==> config.mk <==
export PLATFORM = sky130hd
export DESIGN_NAME = disp_scan_ctrl
export DESIGN_NICKNAME = d
export VERILOG_FILES = /design/src/rtl/disp_pkg.sv /design/src/rtl/disp_scan_ctrl_scan_timer.sv /design/src/rtl/disp_scan_ctrl.sv
export SDC_FILE = /design/constraint.sdc
export NUM_CORES = 1
export LEC_CHECK = 0
export ABC_AREA = 0
export BUFFER_PORTS_ARGS = -buffer_cell sky130_fd_sc_hd__clkbuf_2
export CAP_MARGIN = 0
export CORE_ASPECT_RATIO = 1.1
export CORE_MARGIN = 8
export CORE_UTILIZATION = 45
export CTS_CLUSTER_SIZE = 20
export DETAILED_ROUTE_END_ITERATION = 6
export GPL_ROUTABILITY_DRIVEN = 0
export PLACE_DENSITY = 0.65
export SLEW_MARGIN = 20
export SYNTH_ARGS = -nofsm -noshare
export SYNTH_HDL_FRONTEND = slang
export SYNTH_HIERARCHICAL = 1
export SYNTH_SLANG_ARGS = --single-unit
==> constraint.sdc <==
create_clock -name clk -period 2.9 [get_ports clk]
set_clock_uncertainty 0.05 [all_clocks]
set_input_delay 0 -clock clk [delete_from_list [all_inputs] [get_ports clk]]
set_output_delay 0 -clock clk [all_outputs]
set_load 0.02 [all_outputs]
==> src/rtl/disp_pkg.sv <==
// Shared definitions for the display scan controller.
//   NUM_DIGITS   - anodes on the board display
//   AN_OFF       - anode bus value with every digit dark (anodes are active-low)
//   scan_state_t - per-slot phase: BLANK (anti-ghosting gap) then SHOW
//   an_select    - active-low one-hot anode pattern for a digit index
package disp_pkg;

   localparam int         NUM_DIGITS = 8;
   localparam int         IDX_W      = 3;
   localparam logic [7:0] AN_OFF     = 8'hFF;

   typedef enum logic [0:0] {
      BLANK = 1'b0,
      SHOW  = 1'b1
   } scan_state_t;

   function automatic logic [7:0] an_select(input logic [IDX_W-1:0] idx);
      return ~(8'h01 << idx);
   endfunction

endpackage

==> src/rtl/disp_scan_ctrl_scan_timer.sv <==
// Slot timing for the display scan.
//   clk, reset      - system clock, asynchronous active-high reset
//   idx             - digit currently owning the shared decoder (0..7)
//   state           - BLANK for the first BLANK_CYC cycles of a slot, SHOW after
//   frame_done      - registered pulse during the last cycle of the digit-7 slot
//   frame_done_nxt  - frame_done as it will be next cycle, for callers that
//                     want to register their own pulse in step with frame_done
module scan_timer
   import disp_pkg::*;
#(
   parameter int DWELL_CYC = 100000,
   parameter int BLANK_CYC = 4
) (
   input  logic             clk,
   input  logic             reset,
   output logic [IDX_W-1:0] idx,
   output scan_state_t      state,
   output logic             frame_done,
   output logic             frame_done_nxt
);

   localparam int               CNT_W     = (DWELL_CYC > 1) ? $clog2(DWELL_CYC) : 1;
   localparam logic [CNT_W-1:0] CNT_LAST  = CNT_W'(DWELL_CYC - 1);
   localparam logic [CNT_W-1:0] CNT_BLANK = CNT_W'(BLANK_CYC);
   localparam logic [IDX_W-1:0] IDX_LAST  = IDX_W'(NUM_DIGITS - 1);

   logic [CNT_W-1:0] cnt;
   logic [CNT_W-1:0] cnt_nxt;
   logic [IDX_W-1:0] idx_nxt;
   scan_state_t      state_nxt;
   logic             wrap;

   // State is derived from the next count so that the registered state
   // always agrees with the registered cnt (BLANK exactly while cnt < BLANK_CYC).
   always_comb begin
      wrap           = (cnt == CNT_LAST);
      cnt_nxt        = wrap ? '0 : cnt + 1'b1;
      idx_nxt        = wrap ? idx + 1'b1 : idx;
      state_nxt      = (cnt_nxt < CNT_BLANK) ? BLANK : SHOW;
      frame_done_nxt = (cnt_nxt == CNT_LAST) && (idx_nxt == IDX_LAST);
   end

   always_ff @(posedge clk or posedge reset) begin
      if (reset) begin
         cnt        <= '0;
         idx        <= '0;
         state      <= (BLANK_CYC > 0) ? BLANK : SHOW;
         frame_done <= 1'b0;
      end else begin
         cnt        <= cnt_nxt;
         idx        <= idx_nxt;
         state      <= state_nxt;
         frame_done <= frame_done_nxt;
      end
   end

endmodule

==> src/rtl/disp_scan_ctrl.sv <==
// Eight-digit multiplexed display driver feeding one external BCD-to-7-segment
// decoder.
//   clk, reset     - system clock, asynchronous active-high reset
//   digits_in      - 8 BCD nibbles, [3:0] is digit 0 (an[0])
//   en_in          - per-digit enable (0 = dark)
//   blink_mask_in  - per-digit blink select
//   blink_en       - live global blink enable
//   load           - one-cycle strobe staging the three inputs above
//   x              - nibble to the decoder, aligned with an
//   an             - active-low anode drive
//   load_ack       - pulse when staged data becomes the displayed data
//   frame_done     - pulse during the last cycle of the digit-7 slot
//
// Load handshake: load is a fire-and-forget strobe (no ready). Every load
// overwrites the staging registers and marks them pending. In the frame_done
// cycle a pending staging set is copied to the shadow registers and load_ack
// pulses in that same cycle; at most one ack per frame boundary, last write
// wins. A load landing in the frame_done cycle itself stays pending for the
// following boundary.
module disp_scan_ctrl
   import disp_pkg::*;
#(
   parameter int DWELL_CYC    = 100000,
   parameter int BLANK_CYC    = 4,
   parameter int BLINK_FRAMES = 64
) (
   input  logic        clk,
   input  logic        reset,
   input  logic [31:0] digits_in,
   input  logic [7:0]  en_in,
   input  logic [7:0]  blink_mask_in,
   input  logic        blink_en,
   input  logic        load,
   output logic [3:0]  x,
   output logic [7:0]  an,
   output logic        load_ack,
   output logic        frame_done
);

   localparam int            BL_W    = (BLINK_FRAMES > 1) ? $clog2(BLINK_FRAMES) : 1;
   localparam logic [BL_W-1:0] BL_LAST = BL_W'(BLINK_FRAMES - 1);

   logic [IDX_W-1:0] idx;
   scan_state_t      state;
   logic             frame_done_nxt;

   logic [31:0] st_digits;
   logic [7:0]  st_en;
   logic [7:0]  st_blink;
   logic        pending;
   logic        pending_nxt;
   logic        commit;

   logic [31:0] sh_digits;
   logic [7:0]  sh_en;
   logic [7:0]  sh_blink;

   logic [BL_W-1:0] blink_cnt;
   logic            blink_phase;
   logic            visible;

   scan_timer #(
      .DWELL_CYC (DWELL_CYC),
      .BLANK_CYC (BLANK_CYC)
   ) u_timer (
      .clk            (clk),
      .reset          (reset),
      .idx            (idx),
      .state          (state),
      .frame_done     (frame_done),
      .frame_done_nxt (frame_done_nxt)
   );

   always_comb begin
      commit      = frame_done & pending;
      pending_nxt = load | (pending & ~commit);
      visible     = sh_en[idx] & ~(blink_en & blink_phase & sh_blink[idx]);
   end

   // Staging, pending flag and shadow registers.
   always_ff @(posedge clk or posedge reset) begin
      if (reset) begin
         st_digits <= '0;
         st_en     <= '0;
         st_blink  <= '0;
         pending   <= 1'b0;
         sh_digits <= '0;
         sh_en     <= '0;
         sh_blink  <= '0;
      end else begin
         if (load) begin
            st_digits <= digits_in;
            st_en     <= en_in;
            st_blink  <= blink_mask_in;
         end
         pending <= pending_nxt;
         // Commit uses the staging contents from before any same-cycle load.
         if (commit) begin
            sh_digits <= st_digits;
            sh_en     <= st_en;
            sh_blink  <= st_blink;
         end
      end
   end

   // Blink phase keeps running even while blink_en is low so that
   // re-enabling blink does not restart the cadence.
   always_ff @(posedge clk or posedge reset) begin
      if (reset) begin
         blink_cnt   <= '0;
         blink_phase <= 1'b0;
      end else if (frame_done) begin
         if (blink_cnt == BL_LAST) begin
            blink_cnt   <= '0;
            blink_phase <= ~blink_phase;
         end else begin
            blink_cnt <= blink_cnt + 1'b1;
         end
      end
   end

   // Registered display outputs. load_ack is registered one cycle early
   // (from the next-cycle frame boundary and pending) so it lands in the
   // frame_done cycle exactly when the commit happens.
   always_ff @(posedge clk or posedge reset) begin
      if (reset) begin
         an       <= AN_OFF;
         x        <= '0;
         load_ack <= 1'b0;
      end else begin
         an       <= (state == SHOW && visible) ? an_select(idx) : AN_OFF;
         x        <= sh_digits[{idx, 2'b00} +: 4];
         load_ack <= frame_done_nxt & pending_nxt;
      end
   end

endmodule
==> reports/results.txt <==
Status = finished, final reports clean
Post-Synth Simple-Gate Area = 7.32%
Share of the synthesized area in the top cell type = 56.2%
Share of synthesized area spent on multiplexers = 24.0%
Vias per Instance = 5.19
I/O Pins = 66
DP Wirelength = 7.63 mm
Worst-case vdd ir drop = 0.000584 V
Synthesis-stage register bit count = 139
Clock sink count = 139
Vias in the first global route = 4,090
Total die area = 0.0169 mm²
Tot GR Track Use = 14.7%
Worst Path Required = 3.13 ns
WHS = 0.233 ns
Largest net degree at the start of global routing = 52
Arrival @ worst endpoint = 2.89 ns
Largest family of logic cells by synthesized area = multiplexers
Synth warn = 6
Final Critical Period = 2.66 ns
Synth top area cells = dfrtp_1, mux2_2, dfstp_2
Cts bufs inserted = 17
Async SR Flop Fraction = 100%
DRT Pass-1 Iters = 4
Die height = 135 µm
Initial Util = 46.1%
Mapped Cells = 397
Root buffer cell = clkbuf_16
TNS Setup = 0 ns
Wirelength, routed = 11.4 mm
Synth area leader = dfrtp_1
Synth Area in Compound Gates = 1.63%
First-pass GRT wire length = 19.7 mm
Least-Margin Pin Slew = 0.858 ns
Slack of the critical path = 0.236 ns
Critical Path Max Stage Delay = 0.48 ns
Share of layout cells above drive strength 1 = 42.6%
Post-synthesis sequential area ratio = 59.9%
Crit end category = flop
XOR/XNOR Fraction of Synth Area = 3.76%
Dominant synthesized flop cell = dfrtp_1
Core Box Area = 0.0126 mm²
Hold Path Class = input port to asynchronous set/reset pin
Crit path kind = flop to flop
Number of flops mapped to enable cells by yosys = 0
Worst Setup Start Kind = flop
Leakage power = 3.48 nW
Area grow syn2layout = 26.8%
Die W = 125 µm
DRT iter0 DRCs = 158
Final worst-path cycle share = 91.8%
Worst-Skew Late Latency = 0.42 ns
FMAX = 375 MHz
CTS tree = built
Design Power = 0.00447 W
Dpl ws = 0.312 ns
Clock-pin slew on the worst setup and hold paths = 0.06 ns
Congestion Overflow GR = 0
Post-synthesis adder-cell area fraction = 0.644%
Initial antenna violation count = 0
Critical Path Slowest Stage Cell = or4b_1
Remaining DRCs = 0
Final hold violations = 0
Syn nets = 452
Post-Syn Area = 0.00583 mm²
Final setup violation count = 0
CTS max path bufs = 2
PwrDens = 605 mW/mm²
Total Nets Final = 573
Post-route ant nets = 0
DR WL/cell = 16.6 µm
Inserted Diodes = 0
RSZ-0062 raised after global routing = no
Max-cap check violation count = 0
Final Util = 58.4%
Core Rows = 43
Crit Path Max Fanout = 6
Avg Cell Area, Syn = 14.7 µm²
CP Cell Sequence = ha_1 > nand4_1 > nor2_1 > xor2_1 > o31a_1 > nor4_2 > or4b_1
Routed via count = 3,573
IO buf count = 65
Max Transition Viols Final = 0
Slew HR = 42.7%
H-tree lvl count = 4
Post-CTS Setup Repair Bufs = 0
Synth cell types = 43
[metal layers]
layer	up-vias	routed length, µm	global-route usage, %
met5	-	0	0
met4	0	147	5.16
met3	15	478	5.83
met2	77	5860	25.4
met1	1814	4940	16.2
li1	1667	-	-
[cell type report]
cell class	count	area, µm²
clock buffers	22	474
clock inverters	10	140
fillers	981	5250
inverters	5	22.5
multi-input cells	233	2180
flip-flops and latches	139	3490
well taps	157	196
repair buffers	122	891
[cell usage in the layout (no fill, tap or decap), types with 2 or more instances in the layout]
master | netlist | routed
clkinv_2 | 0 | 2
clkbuf_16 | 0 | 17
xor2_1 | 13 | 13
ha_1 | 3 | 3
clkbuf_8 | 2 | 3
nor3_1 | 4 | 4
clkinv_4 | 0 | 2
dfrtp_1 | 131 | 131
nor2b_1 | 3 | 3
clkinvlp_4 | 0 | 4
mux2_2 | 106 | 106
nor4_1 | 2 | 2
nor2_1 | 19 | 19
mux4_1 | 6 | 6
nand2_1 | 11 | 10
dlygate4sd3_1 | 0 | 50
buf_4 | 4 | 6
a31oi_1 | 6 | 6
dfstp_2 | 8 | 8
inv_1 | 5 | 4
xnor2_1 | 12 | 12
nor3b_1 | 2 | 2
bufinv_16 | 0 | 3
nand4_1 | 10 | 10
nand3_1 | 14 | 14
clkbuf_2 | 1 | 65
mux4_2 | 2 | 2
clkbuf_1 | 0 | 2
[metrics by stage]
stage          cells  area [µm²]
2_1_floorplan    397        5830
3_3_place_gp     606        6270
3_5_place_dp     606        6270
4_1_cts          688        7390
5_1_grt          688        7390
6_report         688        7390
[worst max-delay path, delay by kind of cell (launching register included)]
kind	cells	cell delay, ns
compound gates	1	0.33
xor+xnor	1	0.13
fa+ha+maj	1	0.33
flops	1	0.43
simple gates	4	1.25
[repair_timing]
action / CTS / global route
resized for setup: 0 / 0
hold buffers: 50 / 0
endpoints found under the hold margin: 108 / 0
[registers in the layout, summed over array words and instances (netlist names)]
signal,cells
blink_phase,1
blink_cnt,6
u_timer/idx,3
load_ack,1
st_en,8
sh_en,8
u_timer/frame_done,1
st_digits,32
u_timer/cnt,17
pending,1
st_blink,8
sh_digits,32
an,8
u_timer/state,1
sh_blink,8
x,4
[final timing paths]
kind	start	to	slack (ns)	depth (start not counted)
worst max-delay path	u_timer/cnt[0]$_DFF_PP0_	u_timer/state$_DFF_PP0_	0.24	7
worst min-delay path	reset	st_blink[1]$_DFFE_PP0P_	0.23	3
worst max register to register	u_timer/cnt[0]$_DFF_PP0_	u_timer/state$_DFF_PP0_	0.24	7
worst min register to register	sh_en[0]$_DFFE_PP0P_	an[0]$_DFF_PP1_	0.36	1
max in group asynchronous	reset	an[1]$_DFF_PP1_	1.65	4
min in group clk	digits_in[26]	st_digits[26]$_DFFE_PP0P_	0.30	3
[cell usage after synthesis (all sizes together), types with 2 or more instances]
master and count:
dfrtp 131, clkbuf 3, ha 3, nor3 4
nor3b 2, or4b 2, nor2b 3, buf 17
xor2 13, mux2 106, nor4 3, nand3 14
nand4 10, dfstp 8, mux4 8, xnor2 12
and2 2, inv 5, nor2 19, nand2 11
a31oi 6
[cell families after synthesis]
group,count (synthesis)
xor+xnor,25
mux,114
flops,139
buf+inv,25
simple gates,77
compound gates,14
fa+ha+maj,3
[power breakdown]
part           leakage (nW)  switching, W  internal [W]
combinational          1.41     0.0000873      0.000132
sequential             1.78     0.0000341       0.00201
clock                 0.292      0.000787       0.00142
total                  3.48      0.000908       0.00356
No activity file was read; power rests on OpenSTA's default activity.
